<file path="src/rtl/fetch_pkg.sv">
// Shared definitions for the instruction-fetch sequencer: state encoding,
// instruction size and the default boot address.
package fetch_pkg;

  typedef enum logic [2:0] {
    FS_BOOT     = 3'd0,
    FS_FETCH    = 3'd1,
    FS_WAIT_RSP = 3'd2,
    FS_HOLD     = 3'd3,
    FS_HALTED   = 3'd4
  } fetch_state_t;

  localparam int unsigned INSTR_BYTES = 4;
  localparam logic [31:0] DEFAULT_RESET_VECTOR = 32'h0000_0000;

  function automatic logic is_word_aligned(input logic [31:0] addr);
    return (addr % INSTR_BYTES) == 32'd0;
  endfunction

endpackage

</file>
<file path="src/rtl/fetch_sequencer.sv">
// Instruction-fetch controller: drives the external PC, issues one fetch at a
// time to instruction memory and hands each word with its PC to decode.
//
// state    | meaning
// ---------+-----------------------------------------------------------
// BOOT     | first cycle after reset release, load RESET_VECTOR
// FETCH    | request word at pc_value
// WAIT_RSP | request accepted, waiting for (or squashing) the response
// HOLD     | word presented to decode until accepted or flushed
// HALTED   | fetching stopped until reset
module fetch_sequencer
  import fetch_pkg::*;
#(
  parameter logic [31:0] RESET_VECTOR = DEFAULT_RESET_VECTOR
) (
  input  logic        clk,
  input  logic        rst,
  input  logic [31:0] pc_value,
  output logic        pc_load,
  output logic [31:0] pc_target,
  output logic        pc_increment,
  output logic        imem_req_valid,
  input  logic        imem_req_ready,
  output logic [31:0] imem_addr,
  input  logic        imem_rsp_valid,
  input  logic [31:0] imem_rdata,
  output logic        inst_valid,
  input  logic        inst_ready,
  output logic [31:0] inst_data,
  output logic [31:0] inst_pc,
  input  logic        redirect_valid,
  input  logic [31:0] redirect_target,
  input  logic        halt,
  output logic        misalign_fault
);

  localparam logic [2:0] ST_BOOT     = FS_BOOT;
  localparam logic [2:0] ST_FETCH    = FS_FETCH;
  localparam logic [2:0] ST_WAIT_RSP = FS_WAIT_RSP;
  localparam logic [2:0] ST_HOLD     = FS_HOLD;
  localparam logic [2:0] ST_HALTED   = FS_HALTED;

  logic [2:0] state;
  logic [2:0] state_next;
  logic       booted;
  logic       squash;
  logic       squash_next;
  logic       capture;
  logic       inst_clear;
  logic       redir_ok;
  logic       redir_bad;
  logic       req_fire;

  assign redir_ok  = redirect_valid && is_word_aligned(redirect_target);
  assign redir_bad = redirect_valid && !is_word_aligned(redirect_target);

  always_comb begin
    state_next     = state;
    squash_next    = squash;
    capture        = 1'b0;
    inst_clear     = 1'b0;
    pc_load        = 1'b0;
    pc_target      = '0;
    pc_increment   = 1'b0;
    imem_req_valid = 1'b0;
    imem_addr      = '0;
    misalign_fault = 1'b0;
    req_fire       = 1'b0;

    case (state)
      ST_BOOT: begin
        // booted keeps the load strobe quiet while rst is still asserted
        if (booted) begin
          pc_load    = 1'b1;
          pc_target  = RESET_VECTOR;
          state_next = ST_FETCH;
        end
      end

      ST_FETCH: begin
        imem_addr      = pc_value;
        imem_req_valid = !redirect_valid && !halt;
        req_fire       = imem_req_valid && imem_req_ready;
        if (redir_bad) begin
          misalign_fault = 1'b1;
          state_next     = ST_HALTED;
        end else begin
          if (redir_ok) begin
            pc_load   = 1'b1;
            pc_target = redirect_target;
          end
          if (halt) begin
            state_next = ST_HALTED;
          end else if (req_fire) begin
            state_next = ST_WAIT_RSP;
          end
        end
      end

      ST_WAIT_RSP: begin
        if (redir_bad) begin
          misalign_fault = 1'b1;
          squash_next    = 1'b0;
          state_next     = ST_HALTED;
        end else begin
          if (redir_ok) begin
            pc_load   = 1'b1;
            pc_target = redirect_target;
          end
          if (imem_rsp_valid) begin
            // a redirect landing with the response kills it just like a squash
            if (squash || redir_ok) begin
              squash_next = 1'b0;
              state_next  = ST_FETCH;
            end else begin
              capture      = 1'b1;
              pc_increment = 1'b1;
              state_next   = ST_HOLD;
            end
          end else if (redir_ok) begin
            squash_next = 1'b1;
          end
        end
      end

      ST_HOLD: begin
        if (redir_bad) begin
          misalign_fault = 1'b1;
          inst_clear     = 1'b1;
          state_next     = ST_HALTED;
        end else if (redir_ok) begin
          pc_load    = 1'b1;
          pc_target  = redirect_target;
          inst_clear = 1'b1;
          state_next = ST_FETCH;
        end else if (inst_ready) begin
          inst_clear = 1'b1;
          state_next = halt ? ST_HALTED : ST_FETCH;
        end
      end

      ST_HALTED: begin
        state_next = ST_HALTED;
      end

      default: begin
        state_next = ST_HALTED;
      end
    endcase
  end

  always_ff @(posedge clk or negedge rst) begin
    if (!rst) begin
      state      <= ST_BOOT;
      booted     <= 1'b0;
      squash     <= 1'b0;
      inst_valid <= 1'b0;
      inst_data  <= '0;
      inst_pc    <= '0;
    end else begin
      booted <= 1'b1;
      state  <= state_next;
      squash <= squash_next;
      if (capture) begin
        inst_valid <= 1'b1;
        inst_data  <= imem_rdata;
        inst_pc    <= pc_value;
      end else if (inst_clear) begin
        inst_valid <= 1'b0;
      end
    end
  end

endmodule

</file>
<file path="config.mk">
export PLATFORM = sky130hd
export DESIGN_NAME = fetch_sequencer
export DESIGN_NICKNAME = d
export VERILOG_FILES = /design/src/rtl/fetch_pkg.sv /design/src/rtl/fetch_sequencer.sv
export SDC_FILE = /design/constraint.sdc
export NUM_CORES = 1
export LEC_CHECK = 0
export ABC_AREA = 0
export BUFFER_PORTS_ARGS = -buffer_cell sky130_fd_sc_hd__buf_4
export CORE_UTILIZATION = 40
export CTS_BUF_LIST = sky130_fd_sc_hd__clkbuf_16
export DETAILED_ROUTE_END_ITERATION = 12
export PLACE_DENSITY_LB_ADDON = 0.15
export SYNTH_ARGS = -nofsm -noshare
export SYNTH_HDL_FRONTEND = slang
export SYNTH_SLANG_ARGS = --single-unit
</file>
<file path="constraint.sdc">
create_clock -name clk -period 2.04 [get_ports clk]
set_input_delay 0.408 -clock clk [delete_from_list [all_inputs] [get_ports clk]]
set_output_delay 0.408 -clock clk [all_outputs]
set_load 0.01 [all_outputs]
</file>
-- Word level (Yosys, flattened, before mapping)
Cells that the tools add are included.
- register bits: 70
- output and inout bits: 133
- logic and storage cells: 66
- eq/ne operators: 8
- mux-type cells: 37
- reductions and logical operators: 15
- operators with widths (kind ; number):
    32-bit 2-to-1 mux ; 4
    32-bit logical NOT ; 1
    3-bit 2-to-1 mux ; 10
    1-bit 2-to-1 mux ; 20
    3-bit one-hot mux with 4 select lines ; 1
    4-bit inequality test, second input constant ; 2
    3-bit by 2-bit equality test with 1-bit output, second input constant ; 2
    1-bit logical AND ; 4
    4-bit AND reduction ; 1
    3-bit by 1-bit equality test with 1-bit output, second input constant ; 1
    1-bit logical NOT ; 3
    3-bit logical NOT ; 1
    3-bit by 1-bit inequality test with 1-bit output, second input constant ; 1
    3-bit inequality test, second input constant ; 1
    3-bit AND reduction ; 1
    3-bit nonzero test ; 1
    3-bit OR reduction ; 1
    2-bit 2-to-1 mux ; 1
    2-bit inequality test, second input constant ; 1
    1-bit one-hot mux with 2 select lines ; 1
    2-bit nonzero test ; 1
    1-bit logical OR ; 1

-- Logic depth before layout (Yosys ltp)
Gate-level depths: netlist of the first run.
- word-level depth: 8
- gate-level depth with buffers: 7

-- Least setup slack after synthesis of the first run
Ideal clock, no wire load.
- kind: reg2out
- start point: register state[0]
- end point: output port pc_target[12]
- data arrival time: 1.337 ns
- path slack: 0.295 ns
- stages on the path, launching flop included: 6
- path buffers: 2
- path through: dfrtp_1 > buf_2 > nor2_1 > nor3_1 > clkbuf_1 > and2_1
- cells in the longest elaborated chain, start to end: 3
- elaborated cells on any way between the ends: 5
- those cells by class: eq/ne: 3; mux: 1; reduce/logical: 1
- RTL lines (what ; RTL line ; RTL):
    from (decl) ; fetch_sequencer.sv:43 ; logic [2:0] state;
    from (signal assigned) ; fetch_sequencer.sv:162 ; state <= state_next;
    3-bit by 2-bit equality test with 1-bit output / 3-bit by 1-bit equality test with 1-bit output (equally long branches) ; fetch_sequencer.sv:70 ; case (state)
    3-bit OR reduction (no line) (*) ; -- ;
    32-bit 2-to-1 mux (*) ; -- ;
    to (decl) ; fetch_sequencer.sv:20 ; output logic [31:0] pc_target,
Mark *: on every way between the ends. The rest lies on a longest branch, timed or not.

-- Worst setup path in the final report of the first run
- start point: register state[0]
- end point: output port imem_addr[18]
- cells in the longest elaborated chain, start to end: 2
- RTL lines (what ; RTL line ; RTL):
    3-bit by 1-bit equality test with 1-bit output ; fetch_sequencer.sv:70 ;
    32-bit 2-to-1 mux ; fetch_sequencer.sv:70 ;
    to (decl) ; fetch_sequencer.sv:24 ; output logic [31:0] imem_addr,
Every way passes these cells.

==> metrics.csv, run 1 <==
stage;metric;value;unit
sta;Fin Clk Skew;0.00778;ns
run;maxcap violations;0;
worst_setup_path;Worst Path Max Fanout;24;
floorplanning;Rows;33;
clock_network;H-tree Lvls;3;
routing;via/cell ratio;4.67;
clock_network;CTS tree;yes;
synthesis;largest area contributor in the netlist;dfrtp_1;
sta;TNS Setup;0;ns
floorplanning;Ports;236;
power;power per cell area;616;nW/um^2
routing;DR pass1 iterations;4;
layout;layout cell share with drive strength beyond 1;66.7;%
power;Worst VDD drop;336;uV
power;Internal Power;2.69;mW
routing;antenna viol nets, final;0;
clock_network;Root Buffer;clkbuf_16;
worst_setup_path;critical path class;flop to output port;
routing;via count;2851;
power;Gate power share;13.5;%
layout;FILL cells;615;
synthesis;Post-Synthesis Cell Area;3400;sq um
global_routing;GR Util All Layers;19.0;%
synthesis;Avg Cell Area, Syn;13.1;sq um
global_routing;vias in the first global route;2649;
worst_setup_path;required time worst endpoint;1.63;ns
global_routing;initial antenna violation count;0;
synthesis;Synth area leaders;dfrtp_1, mux2_4, and2_1;
place;RD Place Congestion;0.761;
sta;Achievable Freq;518;MHz
synthesis;Post-Syn Instances;259;
floorplanning;Initial Utilization;41.4;%
layout;final instance area;5640;sq um
worst_setup_path;Critical Path Source Type;flop;
sta;Pins Over Slew Limit;0;
global_routing;grt total ovfl;0;
synthesis;synth unique cells;28;
clock_network;CTS clk-pin slew, worst paths;0.06;ns
synthesis;share of the synthesized area in the top cell type;51.5;%
routing;routed wire length;8.87;mm
routing;drt initial violations;40;
power;Leakage;3.21;nW
clock_network;CTS buffer count;9;
floorplanning;die width;94.2;um
power;Clock power frac;43.2;%
global_routing;largest net degree at the start of global routing;41;
worst_setup_path;Critical Path AT;1.52;ns
sta;final setup fails;0;
sta;clock period minus worst slack;1.93;ns
worst_setup_path;CP Capture Type;output port;
worst_setup_path;worst-case reg-to-reg path depth;5;
clock_network;worst-skew pair later-pin latency;0.32;ns
global_routing;global-route wire length before repair;12.9;mm
power;Sequential Power Share;43.3;%
worst_setup_path;Slowest-stage cell, CP;dfrtp_2;
worst_setup_path;CP max stage delay;0.47;ns
synthesis;#FFs+latches synth;70;
synthesis;sequential element share of the synthesized area;51.5;%
power;Power, Total;3.47;mW
outcome;status;complete, no violations;
place;Inst Count DP;587;
synthesis;Syn. warnings;0;
layout;Area growth syn-to-layout;65.8;%
place;DP Wirelength;6.64;mm
clock_network;CTS Buffer Depth;2;
power;sw power;0.778;mW
floorplanning;Die Y-Extent;94.2;um
routing;drt drc;0;
place;Port Buf Inserts;233;
clock_network;clk sink count;70;
hold_path;Hold/Removal Path Class;input port to asynchronous set/reset pin;
floorplanning;core area;8220;sq um
sta;fin crit share;94.6;%
clock_network;Hold-fix buffers, CTS;0;
power;Net Sw Frac;22.4;%
layout;Final Instance Count excl. Fillers;610;
worst_setup_path;crit-path cells;nor3b_4 > buf_6 > and2_1 > buf_4;
routing;Wirelength per Cell;14.5;um
layout;Nets;604;
sta;final hold violation count;0;
layout;post-layout util;68.7;%
place;dpl cell area;5270;sq um
floorplanning;die area;8880;sq um
layout;Ant. Diodes;0;
[registers in the layout (all words and copies together) (netlist names)]
register / count
inst_pc: 32
inst_data: 32
inst_valid: 1
squash: 1
booted: 1
state: 3
[critical path, delay by kind of cell (launching register included)]
family	cells	cell delay (ns)
buffers and inverters	2	0.32
and+or+nand+nor	2	0.41
DFF	1	0.47
[cell usage after synthesis]
cell,count
buf_6,6
buf_4,2
nor2_1,5
clkbuf_1,6
mux2_4,38
o2bb2a_1,1
nand2_1,8
buf_2,4
nor4b_1,2
o2111ai_1,1
a211oi_1,1
dfrtp_1,70
a21oi_1,2
nand2b_4,1
a31oi_1,1
inv_1,3
nor3_1,3
nand2b_1,2
nor4_4,1
clkbuf_2,1
conb_1,2
a21o_1,2
mux2_2,27
o41ai_1,1
o21ai_0,5
nor3b_2,1
a22oi_1,1
and2_1,62
[layout by cell type (no fill, tap or decap), types with 2 or more instances in the layout]
cell type	n
buf_4	244
dfrtp_1	67
and2_1	62
mux2_4	38
mux2_2	27
clkbuf_16	9
nand2_1	7
o21ai_0	5
nor2_1	4
inv_1	3
conb_1	3
buf_12	3
dfrtp_2	3
nor3_1	2
a21o_1	2
nand2b_1	2
a21oi_1	2
nor4b_1	2
clkinvlp_4	2
buf_6	2
[layout make-up]
class / instances / area (sq um) / share of cell area [%]
Clock buffer: 9 / 225 / 3.99
Clock inverter: 6 / 62.6 / 1.11
Inverter: 3 / 11.3 / 0.200
Tap cell: 105 / 131 / 2.33
Multi-Input combinational cell: 168 / 1540 / 27.3
Sequential cell: 70 / 1760 / 31.1
Timing Repair Buffer: 249 / 1910 / 33.9
[power groups by stage]
| stage | clock (mW) | sequential (mW) | combinational (mW) |
|---|---|---|---|
| 5_1_grt | 1.60 | 1.51 | 0.508 |
| 6_report | 1.50 | 1.50 | 0.470 |
| 3_3_place_gp | 0 | 1.52 | 0.452 |
| 3_5_place_dp | 0 | 1.53 | 0.459 |
| 2_1_floorplan | 0 | 1.55 | 0.123 |
| 4_1_cts | 1.54 | 1.50 | 0.460 |
[metal layers]
metal	vias to the layer above	GRT usage, %	share of wire, %
met5	-	0	0
met4	0	6.28	1.0
met3	8	6.31	7.2
met2	124	31.5	52
met1	1377	23.2	40
li1	1342	-	-
[logic make-up after synthesis]
kind of cell	after synthesis	synth area share, %
other	2	0.221
AO/OA/AOI/OAI	15	2.90
buffers and inverters	22	4.15
multiplexers	65	25.7
flip-flops	70	51.5
AND/OR/NAND/NOR	85	15.6
[worst paths after layout]
check                                   start            end  slack (ns)
worst max-delay path                 state[0]  imem_addr[18]        0.11
worst min-delay path                      rst   inst_data[6]       0.008
worst max register to register       state[0]       state[0]        0.41
worst min register to register  inst_data[28]  inst_data[28]        0.51
max in group asynchronous                 rst       state[1]        1.47
min in group clk                imem_rdata[9]   inst_data[9]        0.31
[repair_timing]
item | CTS | global route
setup endpoints to repair | 49 | 56
gates cloned | 0 | 0
gates resized for setup | 2 | 5
setup buffers | 0 | 8
[metrics by stage]
step	setup WS (ns)	hold slack, ns
after floorplan	0.295	0.112
after global placement	0.239	0.366
after detailed placement	0.240	0.365
after CTS	0.00969	0.0157
after global routing	-0.00998	0.0376
final	0.110	0.00835
No activity file was read; power rests on OpenSTA's default activity.
==> run 2, diff against run 1 <==
Settings changed: ABC_AREA 0 to 1, CAP_MARGIN from default to 40, SKIP_LAST_GASP from default to 1.
==> metrics.csv, run 2 <==
stage;metric;value;unit;change
worst_setup_path;Critical Path AT;1.62;ns;+0.10 ns
synthesis;most frequent cell after synthesis;nand2_1;;
routing;via count;3526;;+24%
synthesis;largest area contributor in the netlist;dfrtp_1;;
sta;Pins Over Slew Limit;0;;unchanged
synthesis;Post-synth top cells;nand2_1, nor2_1, inv_1;;
layout;Area growth syn-to-layout;69.5;%;
routing;drt initial violations;91;;+130%
synthesis;#FFs+latches synth;70;;unchanged
clock_network;H-tree Lvls;3;;unchanged
power;Internal Power;4.91;mW;+82%
sta;final setup fails;0;;unchanged
layout;final instance area;5590;sq um;-0.93%
place;DP Wirelength;7.77;mm;+17%
floorplanning;die width;92.8;um;-1.5%
synthesis;Synth Flop Type;dfrtp_1;;
power;Gate power share;43.0;%;+30 points
synthesis;Post-Syn Instances;446;;+72%
layout;Top Registers;inst_data x32, inst_pc x32, state x3;;
worst_setup_path;required time worst endpoint;1.63;ns;about the same
clock_network;CTS Buffer Depth;2;;unchanged
power;sw power;2.58;mW;+230%
worst_setup_path;worst-case reg-to-reg path depth;7;;+2
layout;Nets;786;;+30%
layout;Final Instance Count excl. Fillers;790;;+30%
floorplanning;Ports;236;;unchanged
global_routing;vias in the first global route;3401;;+28%
hold_path;Hold/Removal Path Class;input port to asynchronous set/reset pin;;
synthesis;Post-Synthesis Cell Area;3300;sq um;-3.1%
synthesis;Compound-Gate Fraction of Synth Area;5.69;%;+2.8 points
synthesis;ys async rst share;100;%;unchanged
synthesis;sequential element share of the synthesized area;53.1;%;+1.7 points
global_routing;initial antenna violation count;0;;unchanged
synthesis;synth unique cells;18;;-36%
routing;drt drc;0;;unchanged
synthesis;Avg Cell Area, Syn;7.39;sq um;-44%
synthesis;largest family of logic cells by synthesized area;simple AND/OR/NAND/NOR gates;;
floorplanning;Rows;32;;-3.0%
sta;Achievable Freq;493;MHz;-4.8%
sta;fin crit share;99.4;%;+4.8 points
place;Inst Count DP;770;;+31%
synthesis;Synth Area in Simple Gates;28.6;%;+13 points
synthesis;number of synthesized flops with an enable pin;0;;unchanged
worst_setup_path;critical path class;flop to output port;;
floorplanning;Die Y-Extent;92.8;um;-1.5%
power;Sequential Power Share;33.3;%;-10 points
power;Leakage;3.40;nW;+6.1%
clock_network;clk sink count;70;;unchanged
sta;unrepaired setup endpoints after global routing;true;;
worst_setup_path;Worst Path Max Fanout;15;;-38%
run;maxcap violations;0;;unchanged
synthesis;post-synthesis mux area share;0;%;-26 points
layout;Ant. Diodes;0;;unchanged
clock_network;Root Buffer;clkbuf_16;;
place;RD Place Congestion;0.786;;+3.4%
global_routing;largest net degree at the start of global routing;64;;+56%
synthesis;Synth area leaders;dfrtp_1, nand2_1, nor2_1;;
layout;most frequent cells in the layout;buf_4, nand2_1, inv_1;;
power;Net Sw Frac;34.5;%;+12 points
sta;TNS Setup;0;ns;unchanged
sta;Max-slew headroom;63.2;%;
global_routing;GR Util All Layers;23.4;%;+4.3 points
synthesis;xor/xnor share of the synthesized area;0;%;unchanged
power;power per cell area;1340;nW/um^2;+120%
sta;Fin Clk Skew;0.00625;ns;-0.00154 ns
clock_network;CTS clk-pin slew, worst paths;0.06;ns;about the same
clock_network;CTS tree;yes;;
floorplanning;Initial Utilization;42.0;%;+0.59 points
clock_network;CTS buffer count;9;;unchanged
power;Clock power frac;23.8;%;-19 points
routing;Wirelength per Cell;13.0;um;-11%
routing;DR pass1 iterations;4;;unchanged
floorplanning;core area;7850;sq um;-4.5%
worst_setup_path;Critical Path Source Type;flop;;
place;dpl cell area;5130;sq um;-2.6%
synthesis;fraction of the mapped netlist area in adder cells;0;%;unchanged
layout;most common library cell in the layout ignoring fill and taps;buf_4;;
synthesis;Syn. warnings;0;;unchanged
outcome;status;complete, no violations;;
routing;routed wire length;10.3;mm;+16%
floorplanning;die area;8610;sq um;-3.1%
sta;clock period minus worst slack;2.03;ns;+0.0980 ns
power;Worst VDD drop;697;uV;+110%
sta;worst slew pin tran;0.552;ns;
routing;antenna viol nets, final;0;;unchanged
global_routing;grt total ovfl;0;;unchanged
layout;layout cell share with drive strength beyond 1;39.8;%;-27 points
routing;via/cell ratio;4.46;;-4.5%
sta;final hold violation count;0;;unchanged
place;Port Buf Inserts;233;;unchanged
power;Power, Total;7.49;mW;+120%
worst_setup_path;CP Capture Type;output port;;
clock_network;worst-skew pair later-pin latency;0.32;ns;about the same
synthesis;share of the synthesized area in the top cell type;53.1;%;+1.7 points
global_routing;global-route wire length before repair;15.6;mm;+21%
## run 2: changes by cell type after synthesis, moves of 3 or more
| cell | before | now |
|---|---|---|
| o21ai_0 | 5 | 35 |
| mux2_4 | 38 | 0 |
| and2_1 | 62 | 0 |
| nor2_1 | 5 | 75 |
| clkbuf_1 | 6 | 9 |
| nand2_1 | 8 | 151 |
| nand3_1 | 0 | 10 |
| buf_6 | 6 | 3 |
| mux2_2 | 27 | 0 |
| inv_1 | 3 | 74 |
## run 2: critical path, stage by stage (launching register included)
cell and delay, ns:
dfrtp_2 0.44, nor2_4 0.14, nand2_2 0.09, nand2_2 0.09, nand3_4 0.11, clkbuf_16 0.20, nor2_1 0.10, buf_4 0.13
## run 2: kinds of logic after synthesis
| family | after synthesis |
|---|---|
| other | 2 |
| AND/OR/NAND/NOR | 240 |
| AO/OA/AOI/OAI | 37 |
| flip-flops | 70 |
| buffers and inverters | 97 |
## run 2: per-layer routing
metal | up-vias | track usage [%] | wire [um]
met5 | - | 0 | 0
met2 | 154 | 41.1 | 5250
li1 | 1775 | - | -
met1 | 1587 | 26.9 | 4030
met3 | 10 | 6.81 | 827
met4 | 0 | 8.08 | 161
## run 2: stage by stage
stage               hold slack [ns]  setup slack, ns  utilization, %
floorplan                     0.112            0.377               -
global placement              0.406            0.345            65.4
detailed placement            0.410            0.299            65.4
CTS                          0.0563           0.0277            69.9
global route                 0.0793          -0.0770            71.2
finish                       0.0471           0.0122            71.2
## run 2: timing repair
action	CTS	global route
hold buffers	0	0
gates cloned	0	2
pin swaps	0	1
resized for setup	2	10
endpoints found under the setup margin	31	33
hold endpoints to repair	0	0
buffers inserted	0	2
## run 2: layout make-up
cell class                 instances  area, sq um
timing repair buffer             246         1910
inverter                          76          285
clock inverter                     7          120
multi-input combinational        280         1170
fill                             664         2260
sequential                        70         1750
clock buffer                       9          225
tap                              102          128
## run 2: path summary, 6_finish.rpt
path	to	slack, ns	startpoint
worst max-delay path	pc_target[31]	0.01	state[2]
worst min-delay path	inst_data[6]	0.05	rst
worst max register to register	inst_pc[24]	0.47	state[2]
worst min register to register	inst_data[21]	0.48	inst_data[21]
max in group asynchronous	state[2]	1.42	rst
min in group clk	inst_data[25]	0.27	imem_rdata[25]
## run 2: power by group through the flow
stage | clock network, mW | logic, mW | registers (mW)
finish | 1.78 | 3.22 | 2.49
global route | 1.88 | 3.54 | 2.58
CTS | 1.82 | 3.18 | 2.48
detailed placement | 0 | 3.17 | 2.48
global placement | 0 | 3.10 | 2.47
floorplan | 0 | 1.02 | 2.77
